$ cat src/rtl/fwd_hazard_unit_pkg.sv
// Shared pipeline-control definitions: forward-select codes and the
// in-flight instruction slot record used by the hazard unit.
package core_pkg;

    localparam int unsigned REG_ADDR_W = 5;

    // EX-stage operand Mux3 select codes; 2'b11 is never produced.
    typedef enum logic [1:0] {
        FWD_REGFILE = 2'b00,
        FWD_WB      = 2'b01,
        FWD_MEM     = 2'b10
    } fwd_sel_e;

    // One in-flight instruction as seen by the hazard logic.
    typedef struct packed {
        logic                  valid;
        logic [REG_ADDR_W-1:0] rd;
        logic                  reg_write;
        logic                  mem_read;
    } pipe_slot_t;

endpackage

$ cat src/rtl/fwd_hazard_unit_match.sv
// Compares one pipeline slot against one ID source operand.
// The match is reported split by producer kind (ALU result vs load) so
// the caller can apply the load-use and forwarding rules directly.
module fwd_match
    import core_pkg::*;
(
    input  pipe_slot_t            slot_i,
    input  logic [REG_ADDR_W-1:0] rs_i,
    input  logic                  uses_i,
    output logic                  alu_match_o,
    output logic                  load_match_o
);

    logic match;

    // x0 is never a real producer, so rd==0 never matches.
    always_comb begin
        match        = slot_i.valid & slot_i.reg_write & (slot_i.rd != '0) &
                       (slot_i.rd == rs_i) & uses_i;
        alu_match_o  = match & ~slot_i.mem_read;
        load_match_o = match & slot_i.mem_read;
    end

endmodule

$ cat src/rtl/fwd_hazard_unit.sv
// Forwarding / hazard control for the 5-stage RV32I core.
// Tracks in-flight destinations, drives the registered EX operand
// forward selects, stalls IF/ID on load-use and bubbles EX on flush.
module fwd_hazard_unit #(
    parameter int unsigned REG_ADDR_W   = 5,
    parameter int unsigned STALL_CYCLES = 1
) (
    input  logic                  clk,
    input  logic                  rst_n,
    input  logic                  id_valid,
    input  logic [REG_ADDR_W-1:0] id_rs1,
    input  logic [REG_ADDR_W-1:0] id_rs2,
    input  logic                  id_uses_rs1,
    input  logic                  id_uses_rs2,
    input  logic [REG_ADDR_W-1:0] id_rd,
    input  logic                  id_reg_write,
    input  logic                  id_mem_read,
    input  logic                  flush,
    output logic                  stall,
    output logic                  ex_bubble,
    output logic [1:0]            fwd_a_sel,
    output logic [1:0]            fwd_b_sel
);

    import core_pkg::*;

    localparam int unsigned CNT_W = $clog2(STALL_CYCLES) + 1;

    // Only the EX and MEM occupants are held: a producer in WB while its
    // consumer sits in ID is served by the write-first register file, so
    // the WB occupant never influences any output.
    pipe_slot_t       ex_q, ex_d;
    pipe_slot_t       mem_q;
    logic [CNT_W-1:0] cnt_q, cnt_d;
    fwd_sel_e         fwd_a_q, fwd_a_d;
    fwd_sel_e         fwd_b_q, fwd_b_d;

    logic ex_alu_a, ex_load_a, ex_alu_b, ex_load_b;
    logic mem_alu_a, mem_load_a, mem_alu_b, mem_load_b;
    logic detect;
    logic stall_int;
    logic bubble_int;

    fwd_match u_match_ex_a (
        .slot_i       (ex_q),
        .rs_i         (id_rs1),
        .uses_i       (id_uses_rs1),
        .alu_match_o  (ex_alu_a),
        .load_match_o (ex_load_a)
    );

    fwd_match u_match_ex_b (
        .slot_i       (ex_q),
        .rs_i         (id_rs2),
        .uses_i       (id_uses_rs2),
        .alu_match_o  (ex_alu_b),
        .load_match_o (ex_load_b)
    );

    fwd_match u_match_mem_a (
        .slot_i       (mem_q),
        .rs_i         (id_rs1),
        .uses_i       (id_uses_rs1),
        .alu_match_o  (mem_alu_a),
        .load_match_o (mem_load_a)
    );

    fwd_match u_match_mem_b (
        .slot_i       (mem_q),
        .rs_i         (id_rs2),
        .uses_i       (id_uses_rs2),
        .alu_match_o  (mem_alu_b),
        .load_match_o (mem_load_b)
    );

    // Load-use detection and stall/bubble generation; flush overrides stall.
    always_comb begin
        detect     = id_valid & (ex_load_a | ex_load_b);
        stall_int  = (detect | (cnt_q != '0)) & ~flush;
        bubble_int = stall_int | flush;
    end

    // Slot, counter and select next-state.
    always_comb begin
        ex_d    = '0;
        cnt_d   = cnt_q;
        fwd_a_d = FWD_REGFILE;
        fwd_b_d = FWD_REGFILE;

        if (!bubble_int) begin
            ex_d.valid     = id_valid;
            ex_d.rd        = id_rd;
            ex_d.reg_write = id_reg_write;
            ex_d.mem_read  = id_mem_read;

            // Youngest producer wins: EX ALU result, then anything in MEM.
            if (ex_alu_a) begin
                fwd_a_d = FWD_MEM;
            end else if (mem_alu_a | mem_load_a) begin
                fwd_a_d = FWD_WB;
            end

            if (ex_alu_b) begin
                fwd_b_d = FWD_MEM;
            end else if (mem_alu_b | mem_load_b) begin
                fwd_b_d = FWD_WB;
            end
        end

        if (flush) begin
            cnt_d = '0;
        end else if (detect) begin
            cnt_d = CNT_W'(STALL_CYCLES - 1);
        end else if (cnt_q != '0) begin
            cnt_d = cnt_q - 1'b1;
        end
    end

    // Pipeline slot shift, stall counter and registered selects.
    always_ff @(posedge clk or negedge rst_n) begin
        if (!rst_n) begin
            ex_q    <= '0;
            mem_q   <= '0;
            cnt_q   <= '0;
            fwd_a_q <= FWD_REGFILE;
            fwd_b_q <= FWD_REGFILE;
        end else begin
            mem_q   <= ex_q;
            ex_q    <= ex_d;
            cnt_q   <= cnt_d;
            fwd_a_q <= fwd_a_d;
            fwd_b_q <= fwd_b_d;
        end
    end

    // ex_bubble is held low in reset even if flush is presented then.
    always_comb begin
        stall     = stall_int;
        ex_bubble = bubble_int & rst_n;
        fwd_a_sel = fwd_a_q;
        fwd_b_sel = fwd_b_q;
    end

endmodule
$ cat config.mk
export PLATFORM = sky130hd
export DESIGN_NAME = fwd_hazard_unit
export DESIGN_NICKNAME = d
export VERILOG_FILES = /design/src/rtl/fwd_hazard_unit_pkg.sv /design/src/rtl/fwd_hazard_unit_match.sv /design/src/rtl/fwd_hazard_unit.sv
export SDC_FILE = /design/constraint.sdc
export NUM_CORES = 1
export LEC_CHECK = 0
export CELL_PAD_IN_SITES_DETAIL_PLACEMENT = 0
export CELL_PAD_IN_SITES_GLOBAL_PLACEMENT = 1
export CORE_MARGIN = 1
export CORE_UTILIZATION = 46
export CTS_CLUSTER_SIZE = 16
export DETAILED_ROUTE_END_ITERATION = 10
export DONT_BUFFER_PORTS = 1
export PLACE_DENSITY_LB_ADDON = 0.05
export SETUP_SLACK_MARGIN = 0.1
export SLEW_MARGIN = 30
export SYNTH_ARGS = -nofsm -noshare
export SYNTH_HDL_FRONTEND = slang
export SYNTH_SLANG_ARGS = --single-unit
$ cat constraint.sdc
create_clock -name clk -period 2.4 [get_ports clk]
set_input_delay 0.48 -clock clk [delete_from_list [all_inputs] [get_ports clk]]
set_output_delay 0.48 -clock clk [all_outputs]
set_load 0.01 [all_outputs]
==> key figures <==
Synth
  • Synth top area cells: dfrtp_1 (52%), xor2_1 (15%), nor3b_1 (5.8%), xnor2_1 (3.8%), nor4_1 (3.4%)
  • Main flop type after synthesis: dfrtp_1
  • Number of synthesized flops with an enable pin: 0
  • Netlist cell types: 23
  • Synth Area per Inst: 12.0 um2
  • Mux cell area share after synthesis: 0%
  • Post-Syn Area: 913 um2
  • Post-synth top area share: 52.1%
  • Post-Synth Simple-Gate Area: 17.8%
  • Main combinational cell family by area after synthesis: XOR/XNOR gates
  • Seq cells post-synth: 19
  • Post-synthesis sequential area ratio: 52.1%
  • Area share of fa/ha/maj cells after synthesis: 0%
  • Cell accounting for the most synthesized area: dfrtp_1
  • Total nets after synthesis: 99
  • Ys Warns: 0
  • Post-synthesis compound-gate area fraction: 9.73%
  • Cells after Synth: 76
  • Ys async rst share: 100%
  • Xor and xnor area share after synthesis: 19.2%

Status
  • Failing checks: setup timing
  • Status: complete, but fails checks

Critical path
  • Crit start category: flip-flop
  • Reg-to-reg endpoint: ex_q[3]$_DFF_PN0_
  • Reg-to-reg critical path startpoint: ex_q[5]$_DFF_PN0_
  • Worst-path maximum fanout: 6
  • CP max-delay cell: dfrtp_2
  • Largest stage delay, worst path: 0.44 ns
  • Worst path cell trace: xor2_1, nor4_2, nand3_2, a2111oi_4, o21a_1
  • Flop2flop setup slack: 0.47 ns
  • CP required: 1.92 ns
  • Crit. End Element: output pin
  • Kind of critical path: reg -> out
  • Worst R2R Path Depth: 6
  • Worst Path Arrival: 2.03 ns

STA
  • Setup Viol. Count Final: 2
  • Worst Skew: 0.00554 ns
  • Max Fclk: 398 MHz
  • Relative slew slack: 46.3%
  • Fin. max-slew vios: 0
  • Tcrit/Tclk final: 105%
  • RSZ-0062 raised after global routing: yes
  • Setup ws final: -0.111 ns
  • Worst-Margin Slew: 0.803 ns
  • Min Tclk post-route: 2.51 ns
  • Final Hold Viols: 0
  • TNS Setup: -0.221 ns

Power
  • Max VDD drop: 325 uV
  • Power density cells: 538 mW/mm2
  • LEAKAGE: 0.448 nW

Cells and area
  • Final #Nets: 112
  • Final design utilization: 58.1%
  • Commonest non-fill, non-tap cell in the layout: dfrtp_1
  • Layout cells sized above 1: 20.5%
  • # diodes: 0
  • # fillers: 165
  • Most frequent cells in the layout: dfrtp_1 (17), xor2_1 (16), buf_4 (8), nor3b_1 (7), nor4_1 (5)
  • Syn-to-layout area delta: 14.5%

Clock network
  • Total clock sinks: 19
  • CTS Buf Count: 3
  • Worst-Skew Late Latency: 0.29 ns
  • TritonCTS clock tree: yes
  • Clock buffer depth: 2
  • H-tree Lvls: 1
  • Root buf cell: clkbuf_4
  • Reg clk slew, reported paths: 0.10 ns

GRT
  • First-pass GRT wire length: 2.66 mm
  • Vias in the first global route: 580
  • Global routing usage on met1: 24.4%
  • Initial antenna violation count: 0
  • Largest net degree at the start of global routing: 20
  • GR Util met3: 3.92%
  • GRT Max-Usage Layer: met2
  • Met2 Use GR: 28.1%
  • Remaining global-route overflow: 0
  • GRT Util Overall: 18.6%

Floorplan
  • Starting Density: 50.7%
  • # rows: 15
  • Top-Level Pins: 29
  • Die Area: 0.00217 mm2
  • Core area: 0.00180 mm2
  • Die width: 46.6 um
  • Chip height: 46.6 um

Placed design
  • Post-DP HPWL: 1.29 mm
  • Routability Congestion: 0.800
  • Port buffer count: 0

Drt
  • DRC violations left: 0
  • Routed vias: 614
  • Detailed Route WL: 1.74 mm
  • Vias per cell: 5.43
  • Pre-antenna DRT Iters: 4
  • Final antenna-violating net count: 0
  • Initial drt markers: 14
  • Wirelength per Cell: 15.4 um

Hold path
  • Hold Startpoint: flush
  • Hold path endpoint: ex_q[0]$_DFF_PN0_
  • Hold WC Path Type: in -> reg
  • Hold depth: 1

Run
  • MaxCap Viol Count: 0
registers in the layout (all words and copies together), names as in the netlist:
signal     count
fwd_b_sel      2
fwd_a_sel      2
mem_q          7
ex_q           8
what timing repair did:
action | 4_1_cts | 5_1_grt
endpoints found under the setup margin | 2 | 2
pin swaps | 6 | 9
hold endpoints to repair | 19 | 0
resized for setup | 2 | 2
buffers inserted | 1 | 2
hold buffers | 1 | 0
Yosys cell counts (2+ instances only):
library cell and instances:
a21oi_1 3, dfrtp_1 19, inv_1 2, nand4_1 2
nor3_1 2, nor3b_1 7, nor4_1 5, o21ai_0 2
or4_1 2, xnor2_1 4, xor2_1 16
layer usage:
metal  wire, um  part of all wire (%)  vias up
li1           -                     -      299
met1        775                    45      286
met2        787                    45       25
met3        138                   7.9        4
met4         34                   2.0        0
met5          0                     0        -
layout make-up:
cell class | count | area, um2 | area share [%]
clock buffer | 4 | 26.3 | 2.51
inverter | 2 | 7.51 | 0.718
multi-input combinational | 54 | 433 | 41.4
sequential | 19 | 478 | 45.7
tap | 25 | 31.3 | 2.99
timing repair buffer | 9 | 70.1 | 6.70
per-stage QoR:
stage | cells | worst slack (ns) | hold slack [ns] | power [mW] | instance area, um2
final | 113 | -0.111 | 0.238 | 0.563 | 1050
after global routing | 113 | -0.220 | 0.223 | 0.587 | 1050
after CTS | 111 | -0.136 | 0.230 | 0.567 | 1030
after detailed placement | 105 | 0.0941 | 0.185 | 0.404 | 978
after global placement | 105 | 0.124 | 0.185 | 0.403 | 978
after floorplan | 76 | 0.104 | 0.184 | 0.393 | 913
critical path, delay by kind of cell, from the launching register on:
kind | cells | cell delay, ns
and+or+nand+nor | 2 | 0.54
AOI/OAI and AO/OA | 2 | 0.61
xor gates and xnor gates | 1 | 0.15
DFF | 1 | 0.44
worst max path at each step:
stage	startpoint	endpoint	slack [ns]	depth (start not counted)
final	ex_q[3]$_DFF_PN0_	ex_bubble	-0.11	5
after CTS	ex_q[2]$_DFF_PN0_	ex_bubble	-0.14	5
after global routing	ex_q[3]$_DFF_PN0_	stall	-0.22	6
after detailed placement	id_rs1[3]	stall	0.09	5
after floorplan	id_rs2[2]	stall	0.10	4
after global placement	id_rs2[2]	stall	0.12	5
cell families (layout without fill, tap and decap cells):
family / after synthesis / after routing
and+or+nand+nor: 24 / 24
DFF: 19 / 19
xor gates and xnor gates: 20 / 20
buffers and inverters: 3 / 15
AOI/OAI and AO/OA: 10 / 10
where the power goes:
| group | internal [mW] | switching [mW] | total [mW] |
|---|---|---|---|
| sequential | 0.333 | 0.0126 | 0.346 |
| clock | 0.0647 | 0.0915 | 0.156 |
| combinational | 0.0311 | 0.0298 | 0.0609 |
Power figures use the tool's default switching activity.
